**src/rtl/map_scan_pkg.sv**
```systemverilog
// Shared types, default geometry and the one-hot to binary helper
// for the map scan scheduler.
package map_scan_pkg;

  typedef enum logic {
    IDLE = 1'b0,
    SCAN = 1'b1
  } ScanState_t;

  localparam int DEF_DATA_X_W = 7;
  localparam int DEF_DATA_Y_W = 5;
  localparam int ONEHOT_MAX_W = 64;

  // Only the low `width` bits take part; an all-zero input encodes to 0.
  function automatic logic [31:0] Onehot2Bin(input logic [ONEHOT_MAX_W-1:0] onehot,
                                             input int width);
    Onehot2Bin = '0;
    for (int i = 0; i < ONEHOT_MAX_W; i++) begin
      if (i < width && onehot[i]) Onehot2Bin = Onehot2Bin | 32'(i);
    end
  endfunction

endpackage

```
**src/rtl/find_first_set_2d.sv**
```systemverilog
// FindFirstSet2D: locates the first set bit of a 2D bitmap, lowest row first,
// then LSB first within that row; results are one-hot per dimension.
module FindFirstSet2D #(
  parameter int DATA_X_W = 7,
  parameter int DATA_Y_W = 5
) (
  input  logic [DATA_X_W-1:0] data [DATA_Y_W-1:0],
  output logic [DATA_X_W-1:0] first_x,
  output logic [DATA_Y_W-1:0] first_y,
  output logic                any_set
);

  logic found;

  // NOTE: every signal written here gets a default first so no latch is inferred.
  always_comb begin
    first_x = '0;
    first_y = '0;
    found   = 1'b0;
    for (int r = 0; r < DATA_Y_W; r++) begin
      if (!found && (|data[r])) begin
        first_y[r] = 1'b1;
        first_x    = data[r] & (~data[r] + DATA_X_W'(1));
        found      = 1'b1;
      end
    end
    any_set = found;
  end

endmodule

```
**src/rtl/map_scan_onehot_encoder.sv**
```systemverilog
// onehot_encoder: binary index of the single set bit of a one-hot vector.
module onehot_encoder
  import map_scan_pkg::*;
#(
  parameter int IN_W  = 7,
  parameter int OUT_W = 3
) (
  input  logic [IN_W-1:0]  onehot,
  output logic [OUT_W-1:0] bin
);

  assign bin = OUT_W'(Onehot2Bin(ONEHOT_MAX_W'(onehot), IN_W));

endmodule

```
**src/rtl/map_scan_scheduler.sv**
```systemverilog
// map_scan_scheduler: issues the coordinates of every set bit of a loaded
// bitmap in raster order, one per handshake, clearing each bit once issued.
module map_scan_scheduler
  import map_scan_pkg::*;
#(
  parameter  int DATA_X_W = DEF_DATA_X_W,
  parameter  int DATA_Y_W = DEF_DATA_Y_W,
  localparam int IDX_X_W  = (DATA_X_W > 1) ? $clog2(DATA_X_W) : 1,
  localparam int IDX_Y_W  = (DATA_Y_W > 1) ? $clog2(DATA_Y_W) : 1,
  localparam int CNT_W    = $clog2(DATA_X_W * DATA_Y_W + 1)
) (
  input  logic                Clk,
  input  logic                RstN,
  input  logic                MapValid,
  output logic                MapReady,
  input  logic [DATA_X_W-1:0] MapIn [DATA_Y_W-1:0],
  input  logic                Abort,
  output logic                CoordValid,
  input  logic                CoordReady,
  output logic [DATA_X_W-1:0] CoordX,
  output logic [DATA_Y_W-1:0] CoordY,
  output logic [IDX_X_W-1:0]  CoordXIdx,
  output logic [IDX_Y_W-1:0]  CoordYIdx,
  output logic                CoordLast,
  output logic                ScanDone,
  output logic [CNT_W-1:0]    IssuedCnt
);

  ScanState_t          state, state_nxt;
  logic [DATA_X_W-1:0] work_map [DATA_Y_W-1:0];
  logic [DATA_X_W-1:0] work_map_nxt [DATA_Y_W-1:0];
  logic [DATA_X_W-1:0] rest_map [DATA_Y_W-1:0];
  logic [CNT_W-1:0]    issued_cnt, issued_cnt_nxt;
  logic                scan_done, scan_done_nxt;
  logic [DATA_X_W-1:0] first_x;
  logic [DATA_Y_W-1:0] first_y;
  logic [IDX_X_W-1:0]  x_idx;
  logic [IDX_Y_W-1:0]  y_idx;
  logic                map_any, rest_any, map_in_any, handshake;

  FindFirstSet2D #(.DATA_X_W(DATA_X_W), .DATA_Y_W(DATA_Y_W)) FirstSet (
    .data    (work_map),
    .first_x (first_x),
    .first_y (first_y),
    .any_set (map_any)
  );

  onehot_encoder #(.IN_W(DATA_X_W), .OUT_W(IDX_X_W)) x_encoder (.onehot(first_x), .bin(x_idx));
  onehot_encoder #(.IN_W(DATA_Y_W), .OUT_W(IDX_Y_W)) y_encoder (.onehot(first_y), .bin(y_idx));

  // Working map with the current first bit removed; empty means it is the last one.
  always_comb begin
    rest_any   = 1'b0;
    map_in_any = 1'b0;
    for (int r = 0; r < DATA_Y_W; r++) begin
      rest_map[r] = work_map[r] & ~(first_y[r] ? first_x : '0);
      rest_any    = rest_any | (|rest_map[r]);
      map_in_any  = map_in_any | (|MapIn[r]);
    end
  end

  assign MapReady   = (state == IDLE);
  assign CoordValid = (state == SCAN) && map_any;
  assign CoordLast  = CoordValid && !rest_any;
  assign CoordX     = CoordValid ? first_x : '0;
  assign CoordY     = CoordValid ? first_y : '0;
  assign CoordXIdx  = CoordValid ? x_idx : '0;
  assign CoordYIdx  = CoordValid ? y_idx : '0;
  assign ScanDone   = scan_done;
  assign IssuedCnt  = issued_cnt;
  assign handshake  = CoordValid && CoordReady;

  always_comb begin
    state_nxt      = state;
    work_map_nxt   = work_map;
    issued_cnt_nxt = issued_cnt;
    scan_done_nxt  = 1'b0;
    case (state)
      IDLE: begin
        if (MapValid) begin
          work_map_nxt   = MapIn;
          issued_cnt_nxt = '0;
          if (map_in_any) state_nxt = SCAN;
          else            scan_done_nxt = 1'b1;
        end
      end
      SCAN: begin
        if (handshake) begin
          work_map_nxt   = rest_map;
          issued_cnt_nxt = issued_cnt + CNT_W'(1);
        end
        // Abort wins over the handshake for state, but the handshake still counts.
        if (Abort || !map_any || (handshake && CoordLast)) begin
          work_map_nxt  = '{default: '0};
          state_nxt     = IDLE;
          scan_done_nxt = 1'b1;
        end
      end
      default: state_nxt = IDLE;
    endcase
  end

  // NOTE: non-blocking assignments keep every register sampling pre-edge values.
  always_ff @(posedge Clk or negedge RstN) begin
    if (!RstN) begin
      state      <= IDLE;
      work_map   <= '{default: '0};
      issued_cnt <= '0;
      scan_done  <= 1'b0;
    end else begin
      state      <= state_nxt;
      work_map   <= work_map_nxt;
      issued_cnt <= issued_cnt_nxt;
      scan_done  <= scan_done_nxt;
    end
  end

endmodule

```
**config.mk**
```make
export PLATFORM = sky130hd
export DESIGN_NAME = map_scan_scheduler
export DESIGN_NICKNAME = d
export VERILOG_FILES = /design/src/rtl/map_scan_pkg.sv /design/src/rtl/find_first_set_2d.sv /design/src/rtl/map_scan_onehot_encoder.sv /design/src/rtl/map_scan_scheduler.sv
export SDC_FILE = /design/constraint.sdc
export NUM_CORES = 1
export LEC_CHECK = 0
export BUFFER_PORTS_ARGS = -buffer_cell sky130_fd_sc_hd__buf_4
export CAP_MARGIN = 25
export CORE_UTILIZATION = 45
export DETAILED_ROUTE_END_ITERATION = 7
export PLACE_DENSITY = 0.74
export SLEW_MARGIN = 20
export SYNTH_ARGS = -nofsm -noshare
export SYNTH_HDL_FRONTEND = slang
export SYNTH_SLANG_ARGS = --single-unit
```
**constraint.sdc**
```tcl
create_clock -name Clk -period 2.95 [get_ports Clk]
set_clock_uncertainty 0.05 [all_clocks]
set_input_delay 0.1475 -clock Clk [delete_from_list [all_inputs] [get_ports Clk]]
set_output_delay 0.1475 -clock Clk [all_outputs]
set_load 0.01 [all_outputs]
```
==> impl_metrics.toml, run 1 <==
[layout]
diodes = 0
fillers = 535
finalNonFillerCells = 633
layout_common_cells = "133 x buf_4, 45 x nand2_1, 42 x dfrtp_1"
area_growth_pct = 53.4
final_common_cell = "buf_4"
regArea_um2 = 1080
num-nets-final = 577
layout-drive-gt1-share_pct = 43.4
fin_util_pct = 72.6
stdcell_area_um2 = 4990
multi_input_area_um2 = 2330

[power_and_ir_drop]
clockPowerShare_pct = 17.5
swShare_pct = 41.8
internal_power_mw = 1.68
switching_power_mw = 1.20
power_frac_comb_pct = 54.1
p_leak_nw = 2.20
power.density_nw_per_um2 = 577
power.total_mw = 2.88
max-vdd-ir-drop_mv = 0.337
p_seq_share_pct = 28.4

[global_routing]
grt_pass1_wl_um = 19200
grt_max_degree = 44
grt_antenna_before_repair = 0
grt_usage_pct = 33.3
grt_pass1_vias = 3661
gr-total-overflow = 0

[synthesis]
synth-main-ff-cell = "dfrtp_1"
synth_cell_types = 70
syn_nets = 441
ys_warn_count = 0
async_flop_share_pct = 100
syn_inst = 400
synth_edf_count = 0
yosysSeqAreaShare_pct = 33.1
yosys_register_bits = 43
syn_avg_cell_area_um2 = 8.13
synth_area_um2 = 3250

[worst_setup_path]
timing.rr.start = "work_map[22]"
end_kind = "output port"
path_class = "reg2out"
cp_max_fo = 8
cp-startpoint = "work_map[3]"
critPathRequiredTime_ns = 2.75
setup.worst_path.start_class = "flop"
crit_arrival_ns = 2.98

[die]
initial_utilization_pct = 47.3
die_x_um = 87.0
boundaryPins = 68
core_um2 = 6870
fp.dieH_um = 87.0
rows = 30
die_area_um2 = 7570

[timing]
tightest_slew_ns = 0.588
final-max-slew-violation-count = 0
hold_viol_final = 0
fin_ws_ns = -0.232
whs_ns = 0.0122
setup_viol = 24
finalCriticalPeriod_ns = 3.18
relSlewSlack_pct = 60.8
clock.fmax_mhz = 314
rsz0062_at_grt = "true"
finalCritPeriodShare_pct = 108
setup-tns-final_ns = -1.46

[clock_network]
cts_max_level = 2
cts_sinks = 43
clock_latency_ns = 0.31
cts_tree = "built"
clockRootBuffer = "clkbuf_8"
clockBufferDepth = 2
cts.clk_slew.worst_paths_ns = 0.09
cts_inserted_buffers = 5

[place]
dp_worst_setup_slack_ns = -0.110
gp_congestion = 0.993
place_inst = 596
port_buffers = 67
dpl.hpwl_um = 8940
placed_area_um2 = 4180

[detailed_routing]
wl_um = 13900
via_per_inst = 6.62
drt_iter0_drc = 620
ant_nets = 0
drcViolationCount = 0
vias = 4191
drtPass1Iterations = 6
wl_per_cell_um = 22.0

[hold_path]
hp-start = "MapIn[31]"
hold_path_class = "in2reg"

[status]
status = "finished with violations"
violations = "negative setup slack"

[job]
max-cap-violations = 0
==> cell families after synthesis <==
kind of cell | Yosys count | synth area share, %
AO/OA/AOI/OAI | 123 | 28.6
adder cells (fa/ha/maj) | 3 | 1.00
XOR/XNOR | 5 | 1.35
AND/OR/NAND/NOR | 183 | 29.1
buffers and inverters | 43 | 6.81
flip-flops | 43 | 33.1
==> sequential cells by signal (all words and copies together) (netlist names) <==
name,count
state,1
work_map,35
ScanDone,1
IssuedCnt,6
==> area by class of cell <==
| class | instances | area share [%] |
|---|---|---|
| Multi-Input combinational cell | 317 | 46.7 |
| Timing Repair Buffer | 157 | 26.0 |
| Sequential cell | 43 | 21.6 |
| Tap cell | 96 | 2.41 |
| Clock buffer | 6 | 1.66 |
| Inverter | 12 | 0.953 |
| Clock inverter | 2 | 0.702 |
==> worst max-delay path: stages, from the launching register on <==
cell and delay, ns:
dfrtp_1 0.45, nor4_1 0.36, buf_4 0.20, nand4_2 0.10, buf_4 0.22, buf_4 0.18
o21ai_0 0.17, nand4_1 0.15, a2111o_1 0.45, nand4bb_4 0.22, inv_2 0.07, buf_6 0.10
==> synthesized netlist by cell type, types with 6 or more instances <==
library cell / number / area (µm²)
nand2_1: 50 / 188
nand3_1: 22 / 110
clkbuf_1: 16 / 60.1
a221o_1: 6 / 60.1
a21oi_1: 8 / 40.0
o21ai_1: 10 / 50.1
nor4_1: 17 / 106
a22oi_1: 20 / 150
nor2_1: 35 / 131
nor3_1: 12 / 60.1
or3_1: 7 / 43.8
dfrtp_1: 43 / 1080
inv_1: 11 / 41.3
o211ai_1: 6 / 45.0
buf_2: 7 / 35.0
o21ai_0: 19 / 95.1
a22o_1: 9 / 78.8
==> power by group through the flow <==
stage / logic, mW / registers, mW / clock network [mW]
6_report: 1.56 / 0.818 / 0.505
3_3_place_gp: 1.22 / 0.806 / 0
5_1_grt: 1.63 / 0.831 / 0.530
3_5_place_dp: 1.22 / 0.811 / 0
4_1_cts: 1.32 / 0.805 / 0.505
2_1_floorplan: 0.699 / 0.797 / 0
==> routing by layer <==
metal	global-route usage, %	part of all wire, %
met1	46.0	40
met2	53.6	46
met3	4.27	9.6
met4	11.8	4.7
met5	0	0
==> path summary, 6_finish.rpt <==
kind                                      to  slack, ns  cells past startpoint
worst max-delay path               CoordLast      -0.23                     11
worst min-delay path            work_map[31]       0.01                      3
worst max register to register  work_map[15]      -0.06                     10
worst min register to register  IssuedCnt[5]       0.52                      2
max in group asynchronous       work_map[10]       2.10                      2
min in group asynchronous        work_map[5]       0.33                      2
==> repair_timing <==
item | in CTS | in global routing
buffers inserted | 9 | 13
gates resized for setup | 36 | 67
endpoints found under the setup margin | 10 | 51
pin swaps | 10 | 28
cloned | 0 | 5
hold endpoints to repair | 44 | 0
hold buffers | 2 | 0
Note: power is estimated with default switching activity, not from simulation.
==> run 2, diff against run 1 <==
--- a/constraint.sdc
+++ b/constraint.sdc
@@ -4,2 +4,2 @@
 set_output_delay 0.1475 -clock Clk [all_outputs]
-set_load 0.01 [all_outputs]
+set_load 0.1 [all_outputs]
==> run 2 against run 1 <==
  * The run still ends with negative setup slack left
  * Final cell count is 5.1% higher
  * Register-to-register slack got worse by 0.09 ns
  * Clock-buffer cell count did not move
  * Maximum frequency fell by 3.8%
  * Die area is the same
  * Critical path type unchanged
  * First-iteration DRC count fell by 4.8%
  * Clock power is 2% higher
==> impl_metrics.toml, run 2 (synthesis gave the netlist of run 1 again) <==
[place]
placed_area_um2 = 4520
gp_congestion = 0.949
dpl.hpwl_um = 9830
port_buffers = 67
place_inst = 622

[clock_network]
cts_max_level = 2
cts_tree = "built"
clock_latency_ns = 0.31
cts.clk_slew.worst_paths_ns = 0.09
clockBufferDepth = 2
cts_sinks = 43
cts_inserted_buffers = 5
clockRootBuffer = "clkbuf_8"

[global_routing]
grt_use_met1_pct = 52.5
grt_antenna_before_repair = 0
grt_busiest_layer = "met2"
grtUsageMet3_pct = 9.00
grtUsageMet2_pct = 62.4
grt_pass1_wl_um = 22600
grt_max_degree = 44
grt_pass1_vias = 4209
grt_usage_pct = 39.9
gr-total-overflow = 0

[layout]
finalNonFillerCells = 665
diodes = 0
multi_input_area_um2 = 2540
regMostFlops = "work_map"
layout_common_cells = "140 x buf_4, 43 x dfrtp_1, 42 x nand2_1"
num-nets-final = 609
fillers = 420
final_common_cell = "buf_4"
stdcell_area_um2 = 5680
area_growth_pct = 74.6
regArea_um2 = 1080
largest_register_ffs = 35
layout-drive-gt1-share_pct = 52.5

[timing]
setup_viol = 53
relSlewSlack_pct = 48.6
final-max-slew-violation-count = 0
finalCritPeriodShare_pct = 112
tightest_slew_ns = 0.764
rsz0062_at_grt = "true"
fin_ws_ns = -0.357
finalCriticalPeriod_ns = 3.31
clock.fmax_mhz = 302
hold_viol_final = 0

[detailed_routing]
vias = 4398
drcViolationCount = 0
drt_iter0_drc = 590
via_per_inst = 6.61
wl_per_cell_um = 23.1
ant_nets = 0
wl_um = 15400
drtPass1Iterations = 6

[worst_setup_path]
cp_cell_sequence = "or4_4, buf_4, nor2_2, buf_6, nand3_1, a22o_1, a2111oi_4, nand4bb_4, clkinvlp_4, buf_12"
setup.worst_path.start_class = "flop"
crit_arrival_ns = 3.11
end_kind = "output port"
crit_path_top_delay_cell = "or4_4"
cp_max_fo = 8
critPathRequiredTime_ns = 2.75
crit_path_max_incr_delay_ns = 0.57
path_class = "reg2out"

[status]
status = "finished with violations"
violations = "negative setup slack"

[die]
core_um2 = 6870
fp.dieH_um = 87.0
die_x_um = 87.0
boundaryPins = 68
die_area_um2 = 7570
rows = 30
initial_utilization_pct = 47.3

[power_and_ir_drop]
max-vdd-ir-drop_mv = 0.579
power.density_nw_per_um2 = 629
p_leak_nw = 2.42

[job]
max-cap-violations = 0

[hold_path]
hold_path_class = "in2reg"
run 2: cell count changes in the layout (fill, tap and decap cells not counted), sizes merged:
| cell | before | now |
|---|---|---|
| buf | 154 | 187 |
| bufinv | 1 | 2 |
| clkbuf | 7 | 6 |
| clkinv | 1 | 0 |
| clkinvlp | 0 | 2 |
| inv | 12 | 10 |
run 2: layout make-up:
type                       instances  area share, %
timing repair buffer             189           30.9
clock inverter                     2          0.683
clock buffer                       6           1.45
tap                               96           2.12
inverter                          12           1.17
sequential                        43           19.0
multi-input combinational        317           44.7
run 2: final timing paths:
check	from	end	slack, ns	cells after the start
hold reg to reg	IssuedCnt[1]	IssuedCnt[1]	0.53	2
setup / recovery	work_map[15]	CoordLast	-0.36	10
min in group asynchronous	RstN	IssuedCnt[1]	0.34	2
hold / removal	MapIn[18]	work_map[18]	0.0002	3
max in group asynchronous	RstN	work_map[28]	2.09	2
setup reg to reg	work_map[24]	IssuedCnt[4]	-0.15	12
run 2: what timing repair did:
item | CTS | global route
hold endpoints to repair | 44 | 0
buffers inserted | 20 | 13
pin swaps | 27 | 37
hold buffers | 2 | 0
gates resized for setup | 101 | 71
cloned | 4 | 0
endpoints found under the setup margin | 34 | 59
run 2: worst max-delay path, delay by kind of cell (launching register included):
kind	cells	cell delay (ns)
AND/OR/NAND/NOR	4	1.10
flip-flops	1	0.38
buffers and inverters	4	0.65
AO/OA/AOI/OAI	2	0.66
run 2: power by group:
part           internal (mW)  switching, mW  leakage [nW]
Sequential             0.691          0.105         0.557
Combinational          0.930           1.33          1.80
Clock                  0.279          0.235        0.0618
Total                   1.90           1.67          2.42
run 2: metrics by stage:
| step | setup slack [ns] | hold slack (ns) | power, mW | setup TNS (ns) | utilization, % |
|---|---|---|---|---|---|
| 2_1_floorplan | -0.440 | -0.198 | 1.89 | -19.08 | - |
| 3_3_place_gp | -0.170 | 0.119 | 2.53 | -0.692 | 65.8 |
| 3_5_place_dp | -0.229 | 0.129 | 2.54 | -1.29 | 65.8 |
| 4_1_cts | -0.289 | 0.00368 | 3.32 | -4.05 | 77.5 |
| 5_1_grt | -0.402 | 0.00914 | 3.69 | -7.35 | 82.6 |
| 6_report | -0.357 | 0.000161 | 3.57 | -4.53 | 82.6 |
run 2: routing by layer:
metal / wire length [µm] / vias up
li1: - / 1882
met1: 5880 / 2109
met2: 7050 / 328
met3: 1730 / 79
met4: 702 / 0
met5: 0 / -
